--- src/rtl/seq_divider_if.sv ---
// Divide handshake bundle between the EX stage and the sequential divider.
// master = EX (initiator), slave = divider (responder).
interface seq_divider_if #(
    parameter int WIDTH = 32
);
    logic                 signed_div_i;
    logic [WIDTH-1:0]     opdata1_i;
    logic [WIDTH-1:0]     opdata2_i;
    logic                 start_i;
    logic                 annul_i;
    logic [2*WIDTH-1:0]   result_o;
    logic                 ready_o;

    modport master (
        output signed_div_i, opdata1_i, opdata2_i, start_i, annul_i,
        input  result_o, ready_o
    );

    modport slave (
        input  signed_div_i, opdata1_i, opdata2_i, start_i, annul_i,
        output result_o, ready_o
    );
endinterface

--- src/rtl/seq_divider.sv ---
// Radix-2 restoring divider, one quotient bit per cycle.
// result_o = {remainder, quotient}; zero only outside END.
module seq_divider #(
    parameter int WIDTH = 32
) (
    input  logic          clk,
    input  logic          rst,
    seq_divider_if.slave  bus
);
    localparam logic [1:0] FREE   = 2'b00;
    localparam logic [1:0] BYZERO = 2'b01;
    localparam logic [1:0] ON     = 2'b10;
    localparam logic [1:0] END    = 2'b11;
    localparam int CW = $clog2(WIDTH);

    logic [1:0]         state;
    logic [CW-1:0]      cnt;
    logic [WIDTH-1:0]   dvd;
    logic [WIDTH-1:0]   dsr;
    logic [WIDTH-1:0]   rem;
    logic               sgn_mode;
    logic               neg1;
    logic               neg2;
    logic [2*WIDTH-1:0] result;
    logic               ready;

    logic               neg1_in;
    logic               neg2_in;
    logic [WIDTH-1:0]   mag1;
    logic [WIDTH-1:0]   mag2;
    logic [WIDTH:0]     rem_sh;
    logic [WIDTH:0]     diff;
    logic               ge;
    logic [WIDTH-1:0]   rem_nx;
    logic [WIDTH-1:0]   quo_nx;
    logic [WIDTH-1:0]   rem_fix;
    logic [WIDTH-1:0]   quo_fix;
    logic               go;

    assign go = bus.start_i & ~bus.annul_i;

    always_comb begin
        neg1_in = bus.signed_div_i & bus.opdata1_i[WIDTH-1];
        neg2_in = bus.signed_div_i & bus.opdata2_i[WIDTH-1];
        mag1    = neg1_in ? -bus.opdata1_i : bus.opdata1_i;
        mag2    = neg2_in ? -bus.opdata2_i : bus.opdata2_i;
        // extra top bit of the shifted remainder doubles as the borrow
        rem_sh  = {rem, dvd[WIDTH-1]};
        diff    = rem_sh - {1'b0, dsr};
        ge      = ~diff[WIDTH];
        rem_nx  = ge ? diff[WIDTH-1:0] : rem_sh[WIDTH-1:0];
        quo_nx  = {dvd[WIDTH-2:0], ge};
        quo_fix = (sgn_mode & (neg1 ^ neg2)) ? -quo_nx : quo_nx;
        rem_fix = (sgn_mode & neg1) ? -rem_nx : rem_nx;
    end

    always_ff @(posedge clk) begin
        if (rst) begin
            state    <= FREE;
            cnt      <= '0;
            dvd      <= '0;
            dsr      <= '0;
            rem      <= '0;
            sgn_mode <= 1'b0;
            neg1     <= 1'b0;
            neg2     <= 1'b0;
            result   <= '0;
            ready    <= 1'b0;
        end else begin
            case (state)
                FREE: begin
                    result <= '0;
                    ready  <= 1'b0;
                    if (go && bus.opdata2_i == '0) begin
                        state <= BYZERO;
                    end else if (go) begin
                        state    <= ON;
                        cnt      <= '0;
                        dvd      <= mag1;
                        dsr      <= mag2;
                        rem      <= '0;
                        sgn_mode <= bus.signed_div_i;
                        neg1     <= neg1_in;
                        neg2     <= neg2_in;
                    end
                end
                BYZERO: begin
                    state  <= END;
                    result <= '0;
                    ready  <= 1'b1;
                end
                ON: begin
                    if (!go) begin
                        state  <= FREE;
                        result <= '0;
                        ready  <= 1'b0;
                    end else begin
                        dvd <= quo_nx;
                        rem <= rem_nx;
                        cnt <= cnt + 1'b1;
                        if (cnt == CW'(WIDTH - 1)) begin
                            state  <= END;
                            result <= {rem_fix, quo_fix};
                            ready  <= 1'b1;
                        end
                    end
                end
                default: begin
                    // END: annul is ignored, only start release matters
                    if (!bus.start_i) begin
                        state  <= FREE;
                        result <= '0;
                        ready  <= 1'b0;
                    end
                end
            endcase
        end
    end

    assign bus.result_o = result;
    assign bus.ready_o  = ready;
endmodule

--- src/flat_wrapper.sv ---
// flat-port wrapper written by rule: the top's interface ports become plain ports
module seq_divider_flat 
#(
    parameter int WIDTH = 32
)
  (clk, rst, bus_signed_div_i, bus_opdata1_i, bus_opdata2_i, bus_start_i, bus_annul_i, bus_result_o, bus_ready_o);
  seq_divider_if #(.WIDTH(WIDTH)) bus_i ();
  input  logic clk;
  input  logic rst;
  input wire logic [$bits(bus_i.signed_div_i)-1:0] bus_signed_div_i;
  input wire logic [$bits(bus_i.opdata1_i)-1:0] bus_opdata1_i;
  input wire logic [$bits(bus_i.opdata2_i)-1:0] bus_opdata2_i;
  input wire logic [$bits(bus_i.start_i)-1:0] bus_start_i;
  input wire logic [$bits(bus_i.annul_i)-1:0] bus_annul_i;
  output wire logic [$bits(bus_i.result_o)-1:0] bus_result_o;
  output wire logic [$bits(bus_i.ready_o)-1:0] bus_ready_o;
  assign bus_i.signed_div_i = bus_signed_div_i;
  assign bus_i.opdata1_i = bus_opdata1_i;
  assign bus_i.opdata2_i = bus_opdata2_i;
  assign bus_i.start_i = bus_start_i;
  assign bus_i.annul_i = bus_annul_i;
  assign bus_result_o = bus_i.result_o;
  assign bus_ready_o = bus_i.ready_o;
  seq_divider #(.WIDTH(WIDTH)) u_core (.clk(clk), .rst(rst), .bus(bus_i));
endmodule
--- config.mk ---
export PLATFORM = sky130hd
export DESIGN_NAME = seq_divider_flat
export DESIGN_NICKNAME = d
export VERILOG_FILES = /design/src/rtl/seq_divider_if.sv /design/src/rtl/seq_divider.sv /design/src/flat_wrapper.sv
export SDC_FILE = /design/constraint.sdc
export NUM_CORES = 1
export LEC_CHECK = 0
export CORE_MARGIN = 5
export CORE_UTILIZATION = 35
export CTS_BUF_LIST = sky130_fd_sc_hd__clkbuf_8
export CTS_CLUSTER_DIAMETER = 80
export CTS_CLUSTER_SIZE = 25
export DETAILED_ROUTE_END_ITERATION = 10
export GPL_TIMING_DRIVEN = 1
export PLACE_DENSITY = 0.53
export SYNTH_ARGS = -nofsm -noshare
export SYNTH_HDL_FRONTEND = slang
export SYNTH_SLANG_ARGS = --single-unit
export TNS_END_PERCENT = 30
--- constraint.sdc ---
create_clock -name clk -period 5.6 [get_ports clk]
set_input_delay 1.12 -clock clk [delete_from_list [all_inputs] [get_ports clk]]
set_output_delay 1.12 -clock clk [all_outputs]
set_load 0.03 [all_outputs]
==> flow_metrics.env <==
export IMPL_slowest_stage="o41ai_2"
export IMPL_wl_per_cell_um=18.9
export IMPL_die_area_um2=37100
export IMPL_ys_ff_latch=171
export IMPL_syn_avg_cell_area_um2=7.55
export IMPL_cts_sinks=171
export IMPL_crit_chain="inv_1, ha_1, inv_1, fa_1, a211oi_2, o211ai_1, nand3_2, a31oi_4, a211oi_4, nor2_8, mux2i_1, ha_1, nor2b_1, nand4_1, o41ai_2, a21boi_1, a31oi_1, xor2_1, a22o_1"
export IMPL_antenna_found_initial=0
export IMPL_gr_total_overflow=0
export IMPL_r2r_start="u_core.dvd[31]"
export IMPL_remaining_drc_errors=0
export IMPL_dominantRegCellSynth="dfxtp_1"
export IMPL_cp_arrival_ns=5.35
export IMPL_max_freq_ghz=0.201
export IMPL_netlist_instances=1545
export IMPL_synth_nets=1657
export IMPL_cts_setup_buffers=0
export IMPL_cp_data_required_time_ns=5.99
export IMPL_peakVddDrop_mv=0.146
export IMPL_ctsHtreeMaxLevel=4
export IMPL_final_antenna_net_count=0
export IMPL_gp_congestion=0.954
export IMPL_slew_limit_headroom=0.257
export IMPL_path_clk_slew_ns=0.11
export IMPL_crit_fanout=8
export IMPL_cts_hold_buf=0
export IMPL_yosysWarnings=0
export IMPL_crit_type="register to register"
export IMPL_use_met1=0.312
export IMPL_fin_nets=1736
export IMPL_use_met2=0.321
export IMPL_cts_tree="built"
export IMPL_endpoint_kind="register"
export IMPL_grt_pass1_vias=10800
export IMPL_min_to="u_core.dsr[31]"
export IMPL_outcome="completed"
export IMPL_min_path_cells=2
export IMPL_design_core_area_um2=32700
export IMPL_critical_path_buf_inv_count=2
export IMPL_cellPowerDensity_nw_per_um2=243
export IMPL_viasPerCell=5.44
export IMPL_cellLeakagePower_nw=5.01
export IMPL_start_kind="register"
export IMPL_grt_max_degree=76
export IMPL_fillers=3435
export IMPL_synth_top_area_cell="dfxtp_1"
export IMPL_setup_ws_ns=0.635
export IMPL_vias=11300
export IMPL_ys_types=82
export IMPL_cap_violations=0
export IMPL_setup_tns_ns=0
export IMPL_antenna_cells=0
export IMPL_seq_area_frac_synth=0.293
export IMPL_synth_cell_area_um2=11700
export IMPL_worstReg2RegEnd="u_core.bus.result_o[60]"
export IMPL_die_h_um=193
export IMPL_worst_slew_pin_slew_ns=1.11
export IMPL_grt_pass1_wl_um=61800
export IMPL_hold_class="register to register"
export IMPL_path_delay_family="compound AO/OA/AOI/OAI gates"
export IMPL_fp_row_count=66
export IMPL_regArea_um2=3420
export IMPL_wl_um=39300
export IMPL_start_util=0.357
export IMPL_cts_made_buffers=17
export IMPL_synth_area_top_cells="dfxtp_1 29%, nand2_1 6.8%, nor2_1 6.2%"
export IMPL_clock_skew_ns=0.0179
export IMPL_fp_dieW_um=193
export IMPL_slew_viol_final=0
export IMPL_netlist_area_leader_share=0.293
export IMPL_reg2reg_slack_ns=0.64
export IMPL_clk_latency_ns=0.48
export IMPL_drive_above_1_share=0.0556
export IMPL_busiest_layer="met2"
export IMPL_use_met3=0.0280
export IMPL_pre_cts_ws_ns=0.686
export IMPL_grt_usage=0.209
export IMPL_synth_edf_count=0
export IMPL_drtIter0Drc=929
export IMPL_setup_viol=0
export IMPL_worst_r2r_cell_count=19
export IMPL_dp_hpwl_um=30000
export IMPL_period_minus_slack_ns=4.96
export IMPL_rsz0062_at_grt="no"
export IMPL_io_pins=134
export IMPL_drtPass1Iterations=5
export IMPL_numPortBuffers=133
export IMPL_min_delay_start="u_core.dsr[31]"
export IMPL_fin_util=0.421
export IMPL_finalHoldViolations=0
export IMPL_clock_path_buffers=2
export IMPL_synthToLayoutAreaGrowth_pct=17.9
export IMPL_cts_root_buf="clkbuf_8"
export IMPL_async_flop_share=0
export IMPL_cts_resized=0
export IMPL_whs_ns=0.465
export IMPL_finalCritPeriodShare=0.887
export IMPL_multi_input_area_um2=7730
export IMPL_cpPeakStageDelay_ns=0.58
[synth_stat cells (all sizes together) (5+ instances only)]
cell type,n
a211oi,40
a21o,8
a21oi,125
a22o,27
a22oi,46
a31oi,16
and2,15
and3,12
buf,22
clkbuf,64
dfxtp,171
ha,42
inv,51
mux2,5
mux2i,18
nand2,211
nand2b,13
nand3,18
nand4,11
nor2,197
nor2b,6
nor3,38
nor3b,6
nor4,18
o211ai,16
o21a,7
o21ai,102
o31ai,22
o41ai,14
or3,15
or4,7
xnor2,76
xor2,58
[cell families after synthesis]
family | Yosys count | synth area share
AND/OR/NAND/NOR | 576 | 0.224
AO/OA/AOI/OAI | 461 | 0.268
multiplexers | 23 | 0.0203
flip-flops | 171 | 0.293
adder cells (fa/ha/maj) | 43 | 0.0468
XOR/XNOR | 134 | 0.101
buffers and inverters | 137 | 0.0465
[per-stage QoR]
stage | total power, mW | instance area (um2) | instances
2_1_floorplan | 2.07 | 11700 | 1545
3_3_place_gp | 2.40 | 13300 | 2047
3_5_place_dp | 2.40 | 13300 | 2047
4_1_cts | 3.35 | 13800 | 2079
5_1_grt | 3.52 | 13800 | 2079
6_report | 3.34 | 13800 | 2079
[layout make-up]
cell class,instances,area share
clock inverter,13,0.0109
sequential,171,0.249
timing repair buffer,146,0.105
multi-input combinational,1237,0.562
inverter,51,0.0139
tap,442,0.0402
clock buffer,19,0.0190
[tightest hold or removal path, stage by stage (launching register included)]
cell and delay [ns]:
dfxtp_1 0.32, nand2_1 0.05, a21oi_1 0.05
[sequential cells by signal, indices dropped and copies added (netlist names)]
register             cells
u_core.bus.ready_o       1
u_core.dsr              32
u_core.bus.result_o     64
u_core.dvd              32
u_core.sgn_mode          1
u_core.cnt               5
u_core.state             2
u_core.neg1              1
u_core.rem              32
u_core.neg2              1
[layer usage]
| layer | part of all wire | vias to the layer above |
|---|---|---|
| met3 | 0.041 | 32 |
| met1 | 0.51 | 5322 |
| li1 | - | 5668 |
| met4 | 0.015 | 0 |
| met2 | 0.43 | 281 |
| met5 | 0 | - |
[worst max-delay path by stage]
| stage | end | startpoint | depth (start not counted) | slack, ns |
|---|---|---|---|---|
| finish | u_core.bus.result_o[60] | u_core.dvd[31] | 19 | 0.64 |
| global route | u_core.bus.result_o[62] | u_core.dvd[31] | 21 | 0.23 |
| CTS | u_core.bus.result_o[60] | u_core.dvd[31] | 19 | 0.69 |
| detailed placement | u_core.bus.result_o[60] | u_core.dvd[31] | 19 | 0.69 |
| global placement | u_core.bus.result_o[62] | u_core.dvd[31] | 22 | 0.81 |
| floorplan | u_core.bus.result_o[60] | u_core.dvd[31] | 24 | 0.92 |
[placed cells by master (no fill, tap or decap), drive strengths merged, types with 5 or more instances in the layout]
| master | n |
|---|---|
| buf | 14 |
| clkdlybuf4s50 | 132 |
| or4 | 7 |
| nand4 | 11 |
| xnor2 | 76 |
| nand3 | 18 |
| and3 | 12 |
| o211ai | 16 |
| a21o | 8 |
| mux2i | 18 |
| a22o | 27 |
| nor4 | 18 |
| nor3b | 6 |
| xor2 | 58 |
| dfxtp | 171 |
| clkbuf | 19 |
| nor2b | 6 |
| nor2 | 197 |
| a211oi | 40 |
| o21ai | 102 |
| a31oi | 16 |
| and2 | 15 |
| o41ai | 14 |
| a22oi | 46 |
| nand2 | 211 |
| a21oi | 125 |
| inv | 59 |
| or3 | 15 |
| o31ai | 22 |
| o21a | 7 |
| nor3 | 38 |
| mux2 | 5 |
| nand2b | 13 |
| ha | 42 |
[power by group]
part | internal (mW) | total [mW] | switching, mW
Clock | 0.398 | 0.948 | 0.550
Sequential | 1.27 | 1.32 | 0.0534
Combinational | 0.366 | 1.07 | 0.703
Total | 2.03 | 3.34 | 1.31
Note: power is estimated with default switching activity, not from simulation.
